$ cat src/rtl/instr_pkg.sv
// Shared opcode, IR nibble, FIFO entry and issue-state definitions for the encoder and decoder.
// Pure declarations: no logic, no latency, no backpressure.
package instr_pkg;
    localparam logic [3:0] OP_MOVA = 4'd0;
    localparam logic [3:0] OP_MOVB = 4'd1;
    localparam logic [3:0] OP_MOVC = 4'd2;
    localparam logic [3:0] OP_ADD  = 4'd3;
    localparam logic [3:0] OP_SUB  = 4'd4;
    localparam logic [3:0] OP_AND  = 4'd5;
    localparam logic [3:0] OP_NOT  = 4'd6;
    localparam logic [3:0] OP_RSR  = 4'd7;
    localparam logic [3:0] OP_RSL  = 4'd8;
    localparam logic [3:0] OP_JMP  = 4'd9;
    localparam logic [3:0] OP_JZ   = 4'd10;
    localparam logic [3:0] OP_JC   = 4'd11;
    localparam logic [3:0] OP_IN   = 4'd12;
    localparam logic [3:0] OP_OUT  = 4'd13;
    localparam logic [3:0] OP_NOP  = 4'd14;
    localparam logic [3:0] OP_HALT = 4'd15;

    localparam logic [3:0] NIB_MOV  = 4'b1100;
    localparam logic [3:0] NIB_ADD  = 4'b1001;
    localparam logic [3:0] NIB_SUB  = 4'b0110;
    localparam logic [3:0] NIB_AND  = 4'b1011;
    localparam logic [3:0] NIB_NOT  = 4'b0101;
    localparam logic [3:0] NIB_SHF  = 4'b1010;
    localparam logic [3:0] NIB_JMP  = 4'b0011;
    localparam logic [3:0] NIB_IN   = 4'b0010;
    localparam logic [3:0] NIB_OUT  = 4'b0100;
    localparam logic [3:0] NIB_NOP  = 4'b0111;
    localparam logic [3:0] NIB_HALT = 4'b1000;

    localparam logic [7:0] IR_HALT = {NIB_HALT, 4'b0000};

    typedef enum logic [1:0] {
        ST_IDLE = 2'd0,
        ST_OP   = 2'd1,
        ST_ADDR = 2'd2
    } state_t;

    typedef struct packed {
        logic [7:0] ir;
        logic [7:0] addr;
        logic       has_addr;
    } entry_t;
endpackage

$ cat src/rtl/instr_fifo.sv
// DEPTH-entry synchronous FIFO of encoded IR entries; writes visible at head one cycle after push.
// No internal backpressure: the caller must not push when full_o or pop when empty_o.
module instr_fifo
    import instr_pkg::*;
#(
    parameter int DEPTH = 4,
    parameter int AW    = 2
) (
    input  logic        clk,
    input  logic        rst_n,
    input  logic        push_i,
    input  entry_t      push_dat_i,
    input  logic        pop_i,
    output logic        full_o,
    output logic        empty_o,
    output logic        multi_o,
    output entry_t      head_o,
    output logic [7:0]  second_ir_o
);
    localparam logic [AW-1:0] PTR_ONE  = AW'(1);
    localparam logic [AW:0]   CNT_ONE  = (AW+1)'(1);
    localparam logic [AW:0]   CNT_TWO  = (AW+1)'(2);
    localparam logic [AW:0]   CNT_FULL = (AW+1)'(DEPTH);

    entry_t          mem_q [DEPTH];
    logic [AW-1:0]   wr_ptr_q;
    logic [AW-1:0]   rd_ptr_q;
    logic [AW:0]     count_q;

    always_ff @(posedge clk) begin
        if (!rst_n) begin
            wr_ptr_q <= '0;
            rd_ptr_q <= '0;
            count_q  <= '0;
        end else begin
            if (push_i) wr_ptr_q <= wr_ptr_q + PTR_ONE;
            if (pop_i)  rd_ptr_q <= rd_ptr_q + PTR_ONE;
            if (push_i && !pop_i)      count_q <= count_q + CNT_ONE;
            else if (pop_i && !push_i) count_q <= count_q - CNT_ONE;
        end
    end

    always_ff @(posedge clk) begin
        if (push_i) mem_q[wr_ptr_q] <= push_dat_i;
    end

    // Second entry lets the issuer chain into the next opcode without a bubble.
    assign head_o      = mem_q[rd_ptr_q];
    assign second_ir_o = mem_q[rd_ptr_q + PTR_ONE].ir;
    assign full_o      = (count_q == CNT_FULL);
    assign empty_o     = (count_q == '0);
    assign multi_o     = (count_q >= CNT_TWO);
endmodule

$ cat src/rtl/instr_encoder.sv
// Encodes mnemonic requests into IR bytes, queues them, and issues opcode (+address) bytes on ir/en.
// Opcode appears 2 cycles after accept; req_ready drops when the queue is full; issue freezes after HALT.
module instr_encoder
    import instr_pkg::*;
#(
    parameter int DEPTH = 4,
    parameter int AW    = 2
) (
    input  logic        clk,
    input  logic        rst_n,
    input  logic        req_valid,
    output logic        req_ready,
    input  logic [3:0]  req_op,
    input  logic [1:0]  req_rd,
    input  logic [1:0]  req_rs,
    input  logic [7:0]  req_addr,
    output logic        req_err,
    output logic [7:0]  ir,
    output logic        en,
    input  logic        ir_ready,
    output logic        halted,
    input  logic        resume
);
    entry_t      enc_d;
    logic        illegal_d;
    entry_t      head;
    logic [7:0]  second_ir;
    logic        full, empty, multi;
    logic        accept, push, pop, has_next;
    logic [7:0]  next_ir;

    state_t      state_q;
    logic [7:0]  ir_q;
    logic        en_q, halted_q, req_err_q;

    always_comb begin
        enc_d     = '0;
        illegal_d = 1'b0;
        case (req_op)
            OP_MOVA: begin
                enc_d.ir  = {NIB_MOV, req_rd, req_rs};
                illegal_d = (req_rd == 2'd3) || (req_rs == 2'd3);
            end
            OP_MOVB: begin
                enc_d.ir  = {NIB_MOV, 2'b11, req_rs};
                illegal_d = (req_rs == 2'd3);
            end
            OP_MOVC: begin
                enc_d.ir  = {NIB_MOV, req_rd, 2'b11};
                illegal_d = (req_rd == 2'd3);
            end
            OP_ADD:  enc_d.ir = {NIB_ADD, req_rd, req_rs};
            OP_SUB:  enc_d.ir = {NIB_SUB, req_rd, req_rs};
            OP_AND:  enc_d.ir = {NIB_AND, req_rd, req_rs};
            OP_NOT:  enc_d.ir = {NIB_NOT, req_rd, 2'b00};
            OP_RSR:  enc_d.ir = {NIB_SHF, req_rd, 2'b00};
            OP_RSL:  enc_d.ir = {NIB_SHF, req_rd, 2'b11};
            OP_JMP, OP_JZ, OP_JC: begin
                enc_d.ir       = {NIB_JMP, 2'b00, req_op[1:0] - 2'd1};
                enc_d.addr     = req_addr;
                enc_d.has_addr = 1'b1;
            end
            OP_IN:   enc_d.ir = {NIB_IN,  req_rd, 2'b00};
            OP_OUT:  enc_d.ir = {NIB_OUT, req_rd, 2'b00};
            OP_NOP:  enc_d.ir = {NIB_NOP, 4'b0000};
            default: enc_d.ir = IR_HALT;
        endcase
    end

    assign req_ready = !full;
    assign accept    = req_valid && req_ready;
    assign push      = accept && !illegal_d;
    assign pop       = ir_ready && ((state_q == ST_ADDR) || (state_q == ST_OP && !head.has_addr));
    // A push landing on the last remaining entry is forwarded so the chain stays unbroken.
    assign has_next  = multi || push;
    assign next_ir   = multi ? second_ir : enc_d.ir;

    instr_fifo #(.DEPTH(DEPTH), .AW(AW)) u_fifo (
        .clk         (clk),
        .rst_n       (rst_n),
        .push_i      (push),
        .push_dat_i  (enc_d),
        .pop_i       (pop),
        .full_o      (full),
        .empty_o     (empty),
        .multi_o     (multi),
        .head_o      (head),
        .second_ir_o (second_ir)
    );

    always_ff @(posedge clk) begin
        if (!rst_n) begin
            state_q   <= ST_IDLE;
            ir_q      <= 8'h00;
            en_q      <= 1'b0;
            halted_q  <= 1'b0;
            req_err_q <= 1'b0;
        end else begin
            req_err_q <= accept && illegal_d;
            if (resume && halted_q) halted_q <= 1'b0;
            case (state_q)
                ST_IDLE: begin
                    if (!empty && !halted_q) begin
                        state_q <= ST_OP;
                        ir_q    <= head.ir;
                        en_q    <= 1'b1;
                    end
                end
                ST_OP, ST_ADDR: begin
                    if (ir_ready) begin
                        if (state_q == ST_OP && head.has_addr) begin
                            state_q <= ST_ADDR;
                            ir_q    <= head.addr;
                        end else if (state_q == ST_OP && head.ir == IR_HALT) begin
                            // Set wins over a coincident resume pulse.
                            halted_q <= 1'b1;
                            state_q  <= ST_IDLE;
                            ir_q     <= 8'h00;
                            en_q     <= 1'b0;
                        end else if (has_next) begin
                            state_q <= ST_OP;
                            ir_q    <= next_ir;
                        end else begin
                            state_q <= ST_IDLE;
                            ir_q    <= 8'h00;
                            en_q    <= 1'b0;
                        end
                    end
                end
                default: begin
                    state_q <= ST_IDLE;
                    ir_q    <= 8'h00;
                    en_q    <= 1'b0;
                end
            endcase
        end
    end

    assign ir      = ir_q;
    assign en      = en_q;
    assign halted  = halted_q;
    assign req_err = req_err_q;
endmodule

$ cat config.mk
export PLATFORM = sky130hd
export DESIGN_NAME = instr_encoder
export DESIGN_NICKNAME = d
export VERILOG_FILES = /design/src/rtl/instr_pkg.sv /design/src/rtl/instr_fifo.sv /design/src/rtl/instr_encoder.sv
export SDC_FILE = /design/constraint.sdc
export NUM_CORES = 1
export LEC_CHECK = 0
export CORE_MARGIN = 3
export CORE_UTILIZATION = 50
export DETAILED_ROUTE_END_ITERATION = 10
export GPL_TIMING_DRIVEN = 0
export PLACE_DENSITY = 0.7
export SLEW_MARGIN = 25
export SYNTH_ARGS = -nofsm -noshare
export SYNTH_HDL_FRONTEND = slang
export SYNTH_SLANG_ARGS = --single-unit
export TNS_END_PERCENT = 30
$ cat constraint.sdc
create_clock -name clk -period 4 [get_ports clk]
set_input_delay 0.8 -clock clk [delete_from_list [all_inputs] [get_ports clk]]
set_output_delay 0.8 -clock clk [all_outputs]
set_load 0.01 [all_outputs]
==> results.py <==
metrics = {
    "pwr": {
        "p_leak_nw": 1.76,
        "ir_drop_mv": 0.244,
        "power_density_nw_per_um2": 577,
    },
    "logic_synthesis": {
        "synth.distinct_cells": 51,
        "netlist_area_um2": 4350,
        "synth-async-reset-ratio_pct": 0,
        "postSynthAreaPerCell_um2": 14.1,
        "ys.warnings.count": 0,
        "syn-num-nets": 344,
        "synth_seq_cells": 90,
        "syn_inst": 309,
        "synth_edf_count": 68,
        "synth_ff_type": "edfxtp_1",
        "ys_seq_area_share_pct": 57.0,
    },
    "timing": {
        "fin_worst_skew_ns": 0.0191,
        "finalCritPeriodShare_pct": 93.2,
        "max_slew_margin_pct": 33.3,
        "setup_slack_ns": 0.273,
        "setup_viol": 0,
        "rsz0062_at_grt": "no",
        "final_max_slew_viol_count": 0,
        "timing.fmax_mhz": 268,
        "tightestPinTransition_ns": 1.00,
        "post-route-min-period_ns": 3.73,
        "hold_viol_final": 0,
    },
    "layout": {
        "seq_area_um2": 2480,
        "finalInstanceArea_um2": 5040,
        "finalNonFillerCells": 463,
        "fin_nets": 388,
        "drive_above_1_share_pct": 15.9,
        "fill_cells": 666,
        "syn_to_final_growth_pct": 15.8,
        "multi_input_area_um2": 1770,
        "antenna_cells": 0,
    },
    "global_routing": {
        "grt_pass1_wl_um": 14300,
        "track_usage_pct": 19.2,
        "grt_pass1_vias": 2701,
        "grt_antenna_before_repair": 0,
        "grt_max_degree": 18,
        "gr-total-overflow": 0,
    },
    "clock_network": {
        "clk_pin_slew_worst_paths_ns": 0.10,
        "clk_latency_ns": 0.36,
        "ctsLongestPathBuffers": 2,
        "hold_buffers": 0,
        "root_buffer": "clkbuf_8",
        "cts_made_buffers": 9,
        "cts_tree": "done",
        "htree_levels": 3,
        "clock_sink_count": 90,
        "cts_resized": 0,
        "cts_setup_buffers": 0,
    },
    "min_path": {
        "worstHoldStart": "en",
        "hp-class": "reg2reg",
    },
    "critical_path": {
        "cpPeakStageDelay_ns": 0.51,
        "critPathTopFamily": "buffers and inverters",
        "cp.required_ns": 4.30,
        "cp_slowest_cell": "clkdlybuf4s50_1",
        "start_kind": "input port",
        "path_buf_inv": 5,
        "crit_start": "req_op[1]",
        "crit_path_end_kind": "flop",
        "path_class": "in2reg",
        "arrival_ns": 4.03,
        "cp_cell_sequence": "clkdlybuf4s50_1 -> inv_1 -> ha_1 -> buf_2 -> and3_1 -> a211oi_1 -> o311ai_4 -> clkinv_1 -> ha_1 -> inv_1 -> fa_1 -> xor2_1 -> or3_1 -> a21oi_1",
        "cp_max_fo": 10,
    },
    "detailed_routing": {
        "drt-wirelength-per-cell_um": 19.3,
        "drt-initial-drc-count": 164,
        "ant_nets": 0,
        "drt-total-wl_um": 8950,
        "drc_errors": 0,
        "first_pass_iters": 4,
        "viasPerCell": 5.96,
        "routed-via-count": 2760,
    },
    "placement": {
        "pre_cts_slack_ns": -0.107,
        "port-buffer-count": 32,
        "dp_cells": 447,
        "dp_hpwl_um": 6180,
        "gp_congestion": 0.784,
        "place_area_um2": 4820,
    },
    "floorplan": {
        "initial_core_util_pct": 52.2,
        "rows": 33,
        "io_pins": 33,
        "die_h_um": 99.3,
        "die_area_um2": 9860,
        "core-area_um2": 8340,
        "fp.dieW_um": 99.3,
    },
    "run": {
        "maxCapViolCount": 0,
    },
    "status": {
        "status": "finished, final reports clean",
    },
}
-- per-layer routing --
layer  GRT usage, %  share of wire [%]  wire length (um)  vias up
li1               -                  -                 -     1285
met1           26.5                 43              3890     1382
met2           30.8                 50              4460       80
met3           4.56                4.8               429       13
met4           5.15                1.8               165        0
met5              0                  0                 0        -
-- tightest hold or removal path: stages, from the launching register on --
cell     delay, ns
dfxtp_1       0.32
nand2_1       0.05
mux2i_1       0.06
-- synthesized netlist by cell type (2+ instances only) --
library cell | number | area [um2]
edfxtp_1 | 68 | 2040
nor2_1 | 27 | 101
dfxtp_1 | 22 | 440
mux4_2 | 20 | 450
o21ai_0 | 16 | 80.1
ha_1 | 13 | 163
and2_1 | 12 | 75.1
a21oi_1 | 11 | 55.1
nand2_1 | 11 | 41.3
inv_1 | 10 | 37.5
a22o_1 | 9 | 78.8
mux2_2 | 9 | 101
clkbuf_1 | 7 | 26.3
a22oi_1 | 5 | 37.5
buf_2 | 5 | 25.0
mux2i_1 | 5 | 50.1
nand2b_1 | 5 | 31.3
a221oi_1 | 4 | 35.0
mux4_1 | 4 | 105
nand3_1 | 4 | 20.0
xor2_1 | 4 | 35.0
a21o_1 | 3 | 22.5
nor2b_1 | 3 | 18.8
a211oi_1 | 2 | 15.0
and3_1 | 2 | 12.5
nand4_1 | 2 | 12.5
nor3_1 | 2 | 10.0
-- layout by cell type, fill, tap and decap left out, types with 2 or more instances in the layout --
cell type        synthesis  routed
o21ai_0                 16      16
a221oi_1                 4       4
nand4_1                  2       2
mux4_1                   4       4
edfxtp_1                68      68
mux4_2                  20      20
a22oi_1                  5       5
bufinv_16                0       2
a22o_1                   9       9
inv_6                    0       3
xor2_1                   4       4
mux2_2                   9       9
inv_1                   10      10
nor2b_1                  3       3
mux2i_1                  5       5
clkbuf_1                 7       7
ha_1                    13      13
and3_1                   2       2
a21oi_1                 11      11
buf_2                    5       5
dfxtp_1                 22      22
a21o_1                   3       3
clkbuf_8                 0       9
nand3_1                  4       4
nor3_1                   2       2
a211oi_1                 2       2
clkdlybuf4s50_1          0      32
nand2b_1                 5       5
and2_1                  12      12
nor2_1                  27      27
nand2_1                 11      11
-- worst paths after layout --
check	to	slack [ns]	cells past startpoint
worst max register to register	u_fifo.count_q[2]	1.08	11
worst min-delay path	en	0.47	2
worst min register to register	en	0.47	2
worst max-delay path	u_fifo.count_q[2]	0.27	14
-- state kept, by name, summed over array words and instances, names as in the netlist, named ones only --
name / flops
ir: 8
u_fifo.mem_q: 68
req_err: 1
en: 1
u_fifo.rd_ptr_q: 2
halted: 1
u_fifo.wr_ptr_q: 2
u_fifo.count_q: 3
state_q: 2
-- power by group --
part	switching (mW)	internal [mW]	leakage (nW)	total [mW]
Sequential	0.0895	1.18	0.819	1.27
Combinational	0.519	0.441	0.828	0.960
Clock	0.322	0.357	0.111	0.679
Total	0.931	1.98	1.76	2.91
-- metrics by stage --
step           TNS, ns  util [%]  hold WS [ns]  total power, mW
6_report             0      60.4         0.473             2.91
5_1_grt              0      60.4         0.509             3.07
4_1_cts              0      60.4         0.475             2.92
3_5_place_dp    -0.107      57.8         0.456             2.24
3_3_place_gp   -0.0246      57.6         0.449             2.22
2_1_floorplan        0         -         0.477             1.92
-- cells by family (layout without fill, tap and decap cells) --
group	Yosys count	after routing	synth area share (%)
AO/OA/AOI/OAI	63	63	10.5
flip-flops	90	90	57.0
AND/OR/NAND/NOR	74	74	8.53
buffers and inverters	25	74	2.47
multiplexers	38	38	16.2
adder cells (fa/ha/maj)	14	14	4.20
XOR/XNOR	5	5	1.01
-- layout make-up --
class | instances | area share (%)
Clock buffer | 9 | 2.46
Timing Repair Buffer | 33 | 6.50
Clock inverter | 7 | 1.96
Sequential cell | 90 | 49.2
Tap cell | 105 | 2.61
Multi-Input combinational cell | 194 | 35.1
Inverter | 11 | 0.819
Buffer | 14 | 1.32
Note: power is estimated with default switching activity, not from simulation.
